`config.mk`:
```
export PLATFORM = sky130hd
export DESIGN_NAME = core_ctrl_fsm
export DESIGN_NICKNAME = d
export VERILOG_FILES = /design/src/rtl/core_ctrl_fsm_pkg.sv /design/src/rtl/core_ctrl_fsm_bus_wait_timer.sv /design/src/rtl/core_ctrl_fsm.sv
export SDC_FILE = /design/constraint.sdc
export NUM_CORES = 1
export LEC_CHECK = 0
export CAP_MARGIN = 5
export CORE_UTILIZATION = 43
export DETAILED_ROUTE_END_ITERATION = 6
export PLACE_DENSITY = 0.66
export SETUP_SLACK_MARGIN = 0.3
export SLEW_MARGIN = 30
export SYNTH_ARGS = -nofsm -noshare
export SYNTH_HDL_FRONTEND = slang
export SYNTH_SLANG_ARGS = --single-unit
```
`constraint.sdc`:
```
create_clock -name clk_i -period 3.2 [get_ports clk_i]
set_input_delay 0.64 -clock clk_i [delete_from_list [all_inputs] [get_ports clk_i]]
set_output_delay 0.64 -clock clk_i [all_outputs]
set_load 0.02 [all_outputs]
```
`src/rtl/core_ctrl_fsm_pkg.sv`:
```
// Shared types for the RV32I multi-cycle control sequencer.
//   opcode_map   : one-hot opcode flags produced by the decoder
//   ctrl_state_e : sequencer states (visible on state_o)
//   pc_sel_e     : PC source select driven alongside pc_we_o
//   wb_sel_e     : register-file write-back source select
//   trap_cause_e : reason recorded on trap entry
package core_ctrl_fsm_pkg;

  typedef struct packed {
    logic system;
    logic misc_mem;
    logic op;
    logic op_imm;
    logic store;
    logic load;
    logic branch;
    logic jalr;
    logic jal;
    logic auipc;
    logic lui;
  } opcode_map;

  typedef enum logic [3:0] {
    ST_RESET      = 4'd0,
    ST_FETCH      = 4'd1,
    ST_FETCH_WAIT = 4'd2,
    ST_DECODE     = 4'd3,
    ST_EXEC       = 4'd4,
    ST_MEM        = 4'd5,
    ST_MEM_WAIT   = 4'd6,
    ST_WB         = 4'd7,
    ST_TRAP       = 4'd8
  } ctrl_state_e;

  typedef enum logic [1:0] {
    PC_PLUS4  = 2'd0,
    PC_TARGET = 2'd1,
    PC_JALR   = 2'd2,
    PC_TRAPV  = 2'd3
  } pc_sel_e;

  typedef enum logic [1:0] {
    WB_ALU   = 2'd0,
    WB_LOAD  = 2'd1,
    WB_PC4   = 2'd2,
    WB_IMM_U = 2'd3
  } wb_sel_e;

  typedef enum logic [1:0] {
    CAUSE_NONE     = 2'd0,
    CAUSE_ILLEGAL  = 2'd1,
    CAUSE_IMEM_TMO = 2'd2,
    CAUSE_DMEM_TMO = 2'd3
  } trap_cause_e;

  // Opcodes this core can execute; anything else (FENCE, SYSTEM, none) traps.
  function automatic logic op_supported(input opcode_map m);
    return m.load | m.store | m.branch | m.jal | m.jalr |
           m.lui | m.auipc | m.op | m.op_imm;
  endfunction

  function automatic logic op_writes_rd(input opcode_map m);
    return m.op | m.op_imm | m.lui | m.auipc | m.load | m.jal | m.jalr;
  endfunction

endpackage

```
`src/rtl/core_ctrl_fsm_bus_wait_timer.sv`:
```
// Bus wait timer: counts cycles spent waiting on a bus handshake.
//   clk_i, rst_ni : clock / async active-low reset
//   clear_i       : restart count at 0 (takes priority over enable_i)
//   enable_i      : count this cycle
//   expired_o     : this is the last allowed wait cycle; without the awaited
//                   handshake now, the next edge must leave for TRAP
module core_ctrl_fsm_bus_wait_timer #(
  parameter int TIMEOUT_W = 8,
  parameter int MAX_WAIT  = 255
) (
  input  logic clk_i,
  input  logic rst_ni,
  input  logic clear_i,
  input  logic enable_i,
  output logic expired_o
);

  localparam logic [TIMEOUT_W-1:0] LAST_CYC = TIMEOUT_W'(MAX_WAIT - 1);
  localparam logic [TIMEOUT_W-1:0] SAT_VAL  = TIMEOUT_W'(MAX_WAIT);

  logic [TIMEOUT_W-1:0] cnt;

  always_ff @(posedge clk_i or negedge rst_ni) begin
    if (!rst_ni) begin
      cnt <= '0;
    end else if (clear_i) begin
      cnt <= '0;
    end else if (enable_i && (cnt != SAT_VAL)) begin
      cnt <= cnt + TIMEOUT_W'(1);
    end
  end

  // cnt equals the number of cycles already spent in the current wait state.
  assign expired_o = enable_i && (cnt >= LAST_CYC);

endmodule

```
`src/rtl/core_ctrl_fsm.sv`:
```
// Multi-cycle control sequencer for the RV32I core.
//   imem_req_o / imem_gnt_i / imem_rvalid_i : instruction fetch handshake
//   dmem_req_o / dmem_we_o / dmem_gnt_i / dmem_rvalid_i : data access handshake
//   op_decode_i, illegal_i : decoder results, sampled in DECODE
//   branch_taken_i         : ALU compare result, sampled in EXEC
//   ir_we_o, pc_we_o, pc_sel_o, rf_we_o, wb_sel_o : datapath strobes/selects
//   state_o                : current state for debug
//   trap_o, trap_cause_o   : trap entry pulse and sticky cause
//   instret_o              : retire pulse
module core_ctrl_fsm
  import core_ctrl_fsm_pkg::*;
#(
  parameter int TIMEOUT_W = 8,
  parameter int MAX_WAIT  = 255
) (
  input  logic       clk_i,
  input  logic       rst_ni,
  output logic       imem_req_o,
  input  logic       imem_gnt_i,
  input  logic       imem_rvalid_i,
  output logic       dmem_req_o,
  output logic       dmem_we_o,
  input  logic       dmem_gnt_i,
  input  logic       dmem_rvalid_i,
  input  opcode_map  op_decode_i,
  input  logic       illegal_i,
  input  logic       branch_taken_i,
  output logic       ir_we_o,
  output logic       pc_we_o,
  output logic [1:0] pc_sel_o,
  output logic       rf_we_o,
  output logic [1:0] wb_sel_o,
  output logic [3:0] state_o,
  output logic       trap_o,
  output logic [1:0] trap_cause_o,
  output logic       instret_o
);

  ctrl_state_e state_q, state_d;
  trap_cause_e cause_d;
  opcode_map   op_q;
  logic        taken_q;
  logic        taken_wb;
  logic        wait_en;
  logic        tmo;

  assign wait_en = (state_q == ST_FETCH) || (state_q == ST_FETCH_WAIT) ||
                   (state_q == ST_MEM)   || (state_q == ST_MEM_WAIT);

  core_ctrl_fsm_bus_wait_timer #(
    .TIMEOUT_W (TIMEOUT_W),
    .MAX_WAIT  (MAX_WAIT)
  ) u_timer (
    .clk_i     (clk_i),
    .rst_ni    (rst_ni),
    .clear_i   (state_d != state_q),
    .enable_i  (wait_en),
    .expired_o (tmo)
  );

  always_comb begin
    state_d = state_q;
    cause_d = CAUSE_NONE;
    unique case (state_q)
      ST_RESET: state_d = ST_FETCH;
      ST_FETCH: begin
        if (imem_gnt_i && imem_rvalid_i) state_d = ST_DECODE;
        else if (imem_gnt_i)             state_d = ST_FETCH_WAIT;
        else if (tmo) begin
          state_d = ST_TRAP;
          cause_d = CAUSE_IMEM_TMO;
        end
      end
      ST_FETCH_WAIT: begin
        if (imem_rvalid_i) state_d = ST_DECODE;
        else if (tmo) begin
          state_d = ST_TRAP;
          cause_d = CAUSE_IMEM_TMO;
        end
      end
      ST_DECODE: begin
        if (illegal_i || !op_supported(op_decode_i)) begin
          state_d = ST_TRAP;
          cause_d = CAUSE_ILLEGAL;
        end else begin
          state_d = ST_EXEC;
        end
      end
      ST_EXEC: state_d = (op_q.load || op_q.store) ? ST_MEM : ST_WB;
      ST_MEM: begin
        if (dmem_gnt_i && dmem_rvalid_i) state_d = ST_WB;
        else if (dmem_gnt_i)             state_d = ST_MEM_WAIT;
        else if (tmo) begin
          state_d = ST_TRAP;
          cause_d = CAUSE_DMEM_TMO;
        end
      end
      ST_MEM_WAIT: begin
        if (dmem_rvalid_i) state_d = ST_WB;
        else if (tmo) begin
          state_d = ST_TRAP;
          cause_d = CAUSE_DMEM_TMO;
        end
      end
      ST_WB:   state_d = ST_FETCH;
      ST_TRAP: state_d = ST_FETCH;
      default: state_d = ST_RESET;
    endcase
  end

  // Outputs are registered from the next state, so they line up with state_q.
  // A branch goes EXEC->WB directly, so the compare result is taken live then.
  assign taken_wb = (state_q == ST_EXEC) ? branch_taken_i : taken_q;

  always_ff @(posedge clk_i or negedge rst_ni) begin
    if (!rst_ni) begin
      state_q      <= ST_RESET;
      op_q         <= '0;
      taken_q      <= 1'b0;
      imem_req_o   <= 1'b0;
      dmem_req_o   <= 1'b0;
      dmem_we_o    <= 1'b0;
      pc_we_o      <= 1'b0;
      pc_sel_o     <= PC_PLUS4;
      rf_we_o      <= 1'b0;
      wb_sel_o     <= WB_ALU;
      trap_o       <= 1'b0;
      trap_cause_o <= CAUSE_NONE;
      instret_o    <= 1'b0;
    end else begin
      state_q <= state_d;
      if (state_q == ST_DECODE) op_q    <= op_decode_i;
      if (state_q == ST_EXEC)   taken_q <= branch_taken_i;

      imem_req_o <= (state_d == ST_FETCH);
      dmem_req_o <= (state_d == ST_MEM);
      dmem_we_o  <= (state_d == ST_MEM) && op_q.store;
      pc_we_o    <= (state_d == ST_WB) || (state_d == ST_TRAP);
      rf_we_o    <= (state_d == ST_WB) && op_writes_rd(op_q);
      trap_o     <= (state_d == ST_TRAP);
      instret_o  <= (state_d == ST_WB);

      pc_sel_o <= PC_PLUS4;
      if (state_d == ST_TRAP) begin
        pc_sel_o <= PC_TRAPV;
      end else if (state_d == ST_WB) begin
        if (op_q.jalr)                            pc_sel_o <= PC_JALR;
        else if (op_q.jal || (op_q.branch && taken_wb)) pc_sel_o <= PC_TARGET;
      end

      wb_sel_o <= WB_ALU;
      if (state_d == ST_WB) begin
        if (op_q.load)                  wb_sel_o <= WB_LOAD;
        else if (op_q.jal || op_q.jalr) wb_sel_o <= WB_PC4;
        else if (op_q.lui)              wb_sel_o <= WB_IMM_U;
      end

      if (state_d == ST_TRAP) trap_cause_o <= cause_d;
    end
  end

  // IR capture is combinational on rvalid so the word is latched the cycle it arrives.
  assign ir_we_o = imem_rvalid_i &&
                   ((state_q == ST_FETCH_WAIT) || ((state_q == ST_FETCH) && imem_gnt_i));

  assign state_o = state_q;

endmodule

```
Word-level counts from Yosys, hierarchy flattened:

Cells that the tools add are included.

* register bits: 35
* bits of input ports: 19
* output and inout bits: 18
* word-level logic and storage cells: 105

* add/sub/neg operators: 1
* magnitude comparators: 1
* equal/unequal tests: 14
* muxes and demuxes: 31
* bitwise gates (word level): 14
* reduce and logical (&&, ||, !) cells: 22

Operators with widths (count)
* 2-to-1 mux 2 bit: 16
* 2-to-1 mux 4 bit: 8
* case mux 4 bit (7 select lines): 1
* == test 4 x 3 -> 1 bit (second input constant): 6
* 2-to-1 mux 8 bit: 2
* bitwise OR 1 bit: 14
* case mux 2 bit (5 select lines): 1
* logical AND 1 bit: 9
* logical OR 1 bit: 9
* adder 8 x 1 -> 8 bit (second input constant): 1
* == test 4 x 1 -> 1 bit (second input constant): 2
* == test 4 x 2 -> 1 bit (second input constant): 2
* == test 4 bit (second input constant): 2
* >= comparator 8 bit (second input constant): 1
* != test 8 bit (second input constant): 1
* zero test 4 bit: 1
* != test 4 bit: 1
* 2-to-1 mux 1 bit: 3
* OR reduction 3 bit: 1
* nonzero test 2 bit: 1
* zero test 1 bit: 1

Longest topological paths before layout:

* depth in word-level cells: 15
* depth in mapped cells: 8
* mapped depth without buffers: 8

Hierarchy:

From an unflattened synthesis, not the netlist that was laid out.

* cells, all modules: 186
* area total of the unflattened synthesis: 1891.8 µm²

By module, submodules not included
* core_ctrl_fsm: times used 1, cells each 134, area an instance 1400.1 µm², sequential area each 675.6 µm²
* core_ctrl_fsm_bus_wait_timer: times used 1, cells each 52, area an instance 491.7 µm², sequential area each 200.2 µm²

Worst setup path before layout:

Ideal clock, no wire load.

* path type: input-to-reg
* from: in imem_gnt_i
* to: reg u_timer.cnt[1]
* setup time: 111 ps
* data arrival time: 2072 ps
* data required time: 3089 ps
* setup slack: 1017 ps
* stages on the path: 5
* path buffers: 0
* cells stage by stage: and3b_1 o211a_4 or3_1 a311o_2 a2111oi_2

* cells in the longest elaborated chain, start to end: 5
* elaborated cells on any way between the ends: 7
* those cells by class: 1 x eq/ne; 4 x mux; 2 x reduce/logical

Ends and longest elaborated chain
* start, declared: line core_ctrl_fsm.sv:19 `input logic imem_gnt_i,`
* 2-to-1 mux 4 bit / logical AND 1 bit (equally long branches): line core_ctrl_fsm.sv:68, core_ctrl_fsm.sv:67
* 2-to-1 mux 4 bit (*): line core_ctrl_fsm.sv:67 `if (imem_gnt_i && imem_rvalid_i) state_d = ST_DECODE;`
* case mux 4 bit (7 select lines) (*): line core_ctrl_fsm.sv:64 `unique case (state_q)`
* != test 4 bit (*): line core_ctrl_fsm.sv:56 `.clear_i (state_d != state_q),`
* 2-to-1 mux 8 bit / nonzero test 2 bit (equally long branches)
* end signal, assigned: line core_ctrl_fsm_bus_wait_timer.sv:29 `cnt <= cnt + TIMEOUT_W'(1);`
* end, declared: line core_ctrl_fsm_bus_wait_timer.sv:21 `logic [TIMEOUT_W-1:0] cnt;`

Mark *: on every way between the ends. The rest lies on a longest branch, timed or not.
A chain may end at the register's enable or synchronous reset.

Worst setup path after layout:

* from: in imem_gnt_i
* to: out ir_we_o

* cells in the longest elaborated chain, start to end: 3

Ends and longest elaborated chain
* logical AND 1 bit: line core_ctrl_fsm.sv:164 `((state_q == ST_FETCH_WAIT) || ((state_q == ST_FETCH) && imem_gnt_i));`
* logical OR 1 bit: line core_ctrl_fsm.sv:164
* logical AND 1 bit: line core_ctrl_fsm.sv:163 `assign ir_we_o = imem_rvalid_i &&`
* end, declared: line core_ctrl_fsm.sv:28 `output logic ir_we_o,`

No other way between the ends.

==> flow_metrics.tcl <==
set metrics [dict create \
    outcome "complete, no violations" \
    synthTopCellsByCount "35 x dfrtp_1, 33 x nand2_1, 17 x nor3_1, 10 x inv_1, 9 x nor2_1" \
    route.met3.wl_um 225 \
    dieArea_sq_um 4670 \
    drt-initial-drc-count 140 \
    yosys_warnings 0 \
    slew_headroom 0.578 \
    start_util 0.460 \
    drt_pass1_iterations 4 \
    met1_length_mm 1.96 \
    grt_pass1_wl_mm 7.02 \
    postCtsSetupBuffers 0 \
    ant_nets 0 \
    route.met2.wl_mm 1.98 \
    cts_hold_buffers 0 \
    critical_path.startpoint "imem_gnt_i" \
    synthArstFlopShare 1.00 \
    synth_edf_count 0 \
    synth.most_common_cell "dfrtp_1" \
    vias_per_cell 5.78 \
    clock_latency_ps 290 \
    drv_cap 0 \
    yosys.area.top_type_share 0.463 \
    switching_share 0.443 \
    rows 23 \
    power_switching_uw 973 \
    p_int_uw 1220 \
    grt_util_all_layers 0.208 \
    yosysSeqAreaShare 0.463 \
    crit_chain "clkdlybuf4s50_1, and3b_1, o211a_4, clkdlybuf4s50_1" \
    worst_ep_required_time_ps 2560 \
    numCtsBuffers 5 \
    tightest_slew_ps 631 \
    cts-resized-gates 0 \
    slew_violations 0 \
    grt_pass1_vias 1474 \
    synthTopCellsByArea "dfrtp_1 46%, nand2_1 6.5%, nor3_1 4.5%" \
    antenna_cells 0 \
    fmax_mhz 354 \
    drc 0 \
    tns_ps 0 \
    clkPwrFrac 0.144 \
    rr_worst_depth 7 \
    tritoncts "yes" \
    syn_area_per_cell_sq_um 9.70 \
    cts_htree_levels 2 \
    dr_total_vias 1637 \
    crit_top_cell "clkdlybuf4s50_1" \
    cpPeakStageDelay_ps 620 \
    chipHeight_um 68.3 \
    p_seq_frac 0.323 \
    finalHoldViolCount 0 \
    grt-ovfl-total 0 \
    fin_skew_ps 7.49 \
    synth-main-ff-cell "dfrtp_1" \
    die_x_um 68.3 \
    wl_mm 4.27 \
    period_needed_ps 2820 \
    endpoint "ir_we_o" \
    hold_path.class "register to register" \
    crit_arrival_ps 2180 \
    area_delta_synth_final_pct 23.9 \
    nets 253 \
    cts_sinks 35 \
    ys_ff_latch 35 \
    antenna_found_initial 0 \
    portBuffers 34 \
    crit_fanout 5 \
    slowest_stage "clkdlybuf4s50_1" \
    finalSetupViolCount 0 \
    gp_congestion 0.849 \
    dr.max_layer_used "met4" \
    synth.distinct_cells 52 \
    avgRoutedWirePerCell_um 15.1 \
    power_density_nw_per_um2 937 \
    p_leak_uw 0.00103 \
    final_util 0.569 \
    yosysTopAreaCell "dfrtp_1" \
    hpwl_mm 3.15 \
    ctsLongestPathBuffers 2 \
    root_buffer "clkbuf_8" \
    reg2reg_from "u_timer.cnt[0]" \
    post-place-cells 275 \
    vdd_drop_max_v 0.000336 \
    critPathLaunchType "input pin" \
    core_sq_um 4120 \
    synth_cells 195 \
    r2r_end "u_timer.cnt[1]" \
    rsz0062_at_grt "false" \
    rrSetupSlack_ps 780 \
    synthesis.nets 216 \
    fin_crit_sh 0.882 \
    stdcell_count 283 \
    n_fill_cell 381 \
    ioPinCount 37 \
    end_kind "primary output" \
    grt_max_degree 36 \
    synth_area_sq_um 1890 \
    path_class "input pin to primary output" \
    hold_start "op_q[1]" \
    power_frac_comb 0.533 \
    cts.clk_slew.worst_paths_ps 60 \
    drive_gt1_frac 0.116 \
]
worst max-delay path: cells and delay by family:
kind                   cells  cell delay [ps]
AOI/OAI and AO/OA          1              200
and+or+nand+nor            1              220
buffers and inverters      2             1110
power groups by stage:
stage               sequential, uW  clock (uW)  combinational [uW]
floorplan                      755           0                 785
global placement               709           0                1140
detailed placement             716           0                1160
CTS                            708         322                1170
global route                   731         345                1300
finish                         710         316                1170
how the worst min path moves through the flow:
stage	slack (ps)	depth (start not counted)	to
5_1_grt	510	2	op_q[8]
4_1_cts	490	2	op_q[1]
6_report	480	2	op_q[1]
3_3_place_gp	460	2	op_q[1]
2_1_floorplan	340	0	dmem_req_o
3_5_place_dp	470	2	op_q[1]
per-stage QoR:
stage / hold slack [ps] / power [uW] / cell area [sq um] / setup WS (ps)
floorplan: 344 / 1540 / 1890 / 1020
global placement: 462 / 1850 / 2260 / 429
detailed placement: 470 / 1880 / 2260 / 388
CTS: 486 / 2200 / 2340 / 384
global route: 512 / 2380 / 2340 / 348
finish: 484 / 2200 / 2340 / 377
sequential cells by signal (all words and copies together) (netlist names):
name,count
rf_we_o,1
state_o,4
trap_o,1
imem_req_o,1
dmem_req_o,1
pc_sel_o,2
taken_q,1
pc_we_o,1
trap_cause_o,2
op_q,9
wb_sel_o,2
dmem_we_o,1
instret_o,1
u_timer.cnt,8
cells by family (layout without fill, tap and decap cells):
logic type / Yosys count / after routing / share of synthesized area
buffers and inverters: 19 / 57 / 0.0569
XOR/XNOR: 9 / 9 / 0.0417
adder cells (fa/ha/maj): 2 / 2 / 0.0132
multiplexers: 2 / 2 / 0.0119
flip-flops: 35 / 35 / 0.463
AO/OA/AOI/OAI: 40 / 40 / 0.178
AND/OR/NAND/NOR: 88 / 88 / 0.235
layout make-up:
class / count / area, sq um / area share
Clock inverter: 2 / 12.5 / 0.00534
Sequential cell: 35 / 876 / 0.374
Multi-Input combinational cell: 141 / 908 / 0.388
Tap cell: 50 / 62.6 / 0.0267
Inverter: 11 / 41.3 / 0.0176
Timing Repair Buffer: 38 / 370 / 0.158
Clock buffer: 6 / 72.6 / 0.0310
cells in the final DEF (no fill, tap or decap), types with 3 or more instances in the layout:
master and instances:
dfrtp_1 35, clkdlybuf4s50_1 34, nand2_1 33, nor3_1 17, inv_1 10, nor2_1 9
xnor2_1 7, o21ai_0 6, a21oi_1 5, clkbuf_8 5, nor3b_1 4, buf_4 4
nand4_1 3, a22oi_1 3, nor4_1 3, and2_1 3, a211oi_1 3
routing by layer:
layer  vias up  global-route usage
met5         -                   0
met2        58               0.325
li1        781                   -
met3        11              0.0500
met4         0              0.0781
met1       787               0.276
(Power assumes the default switching activity.)
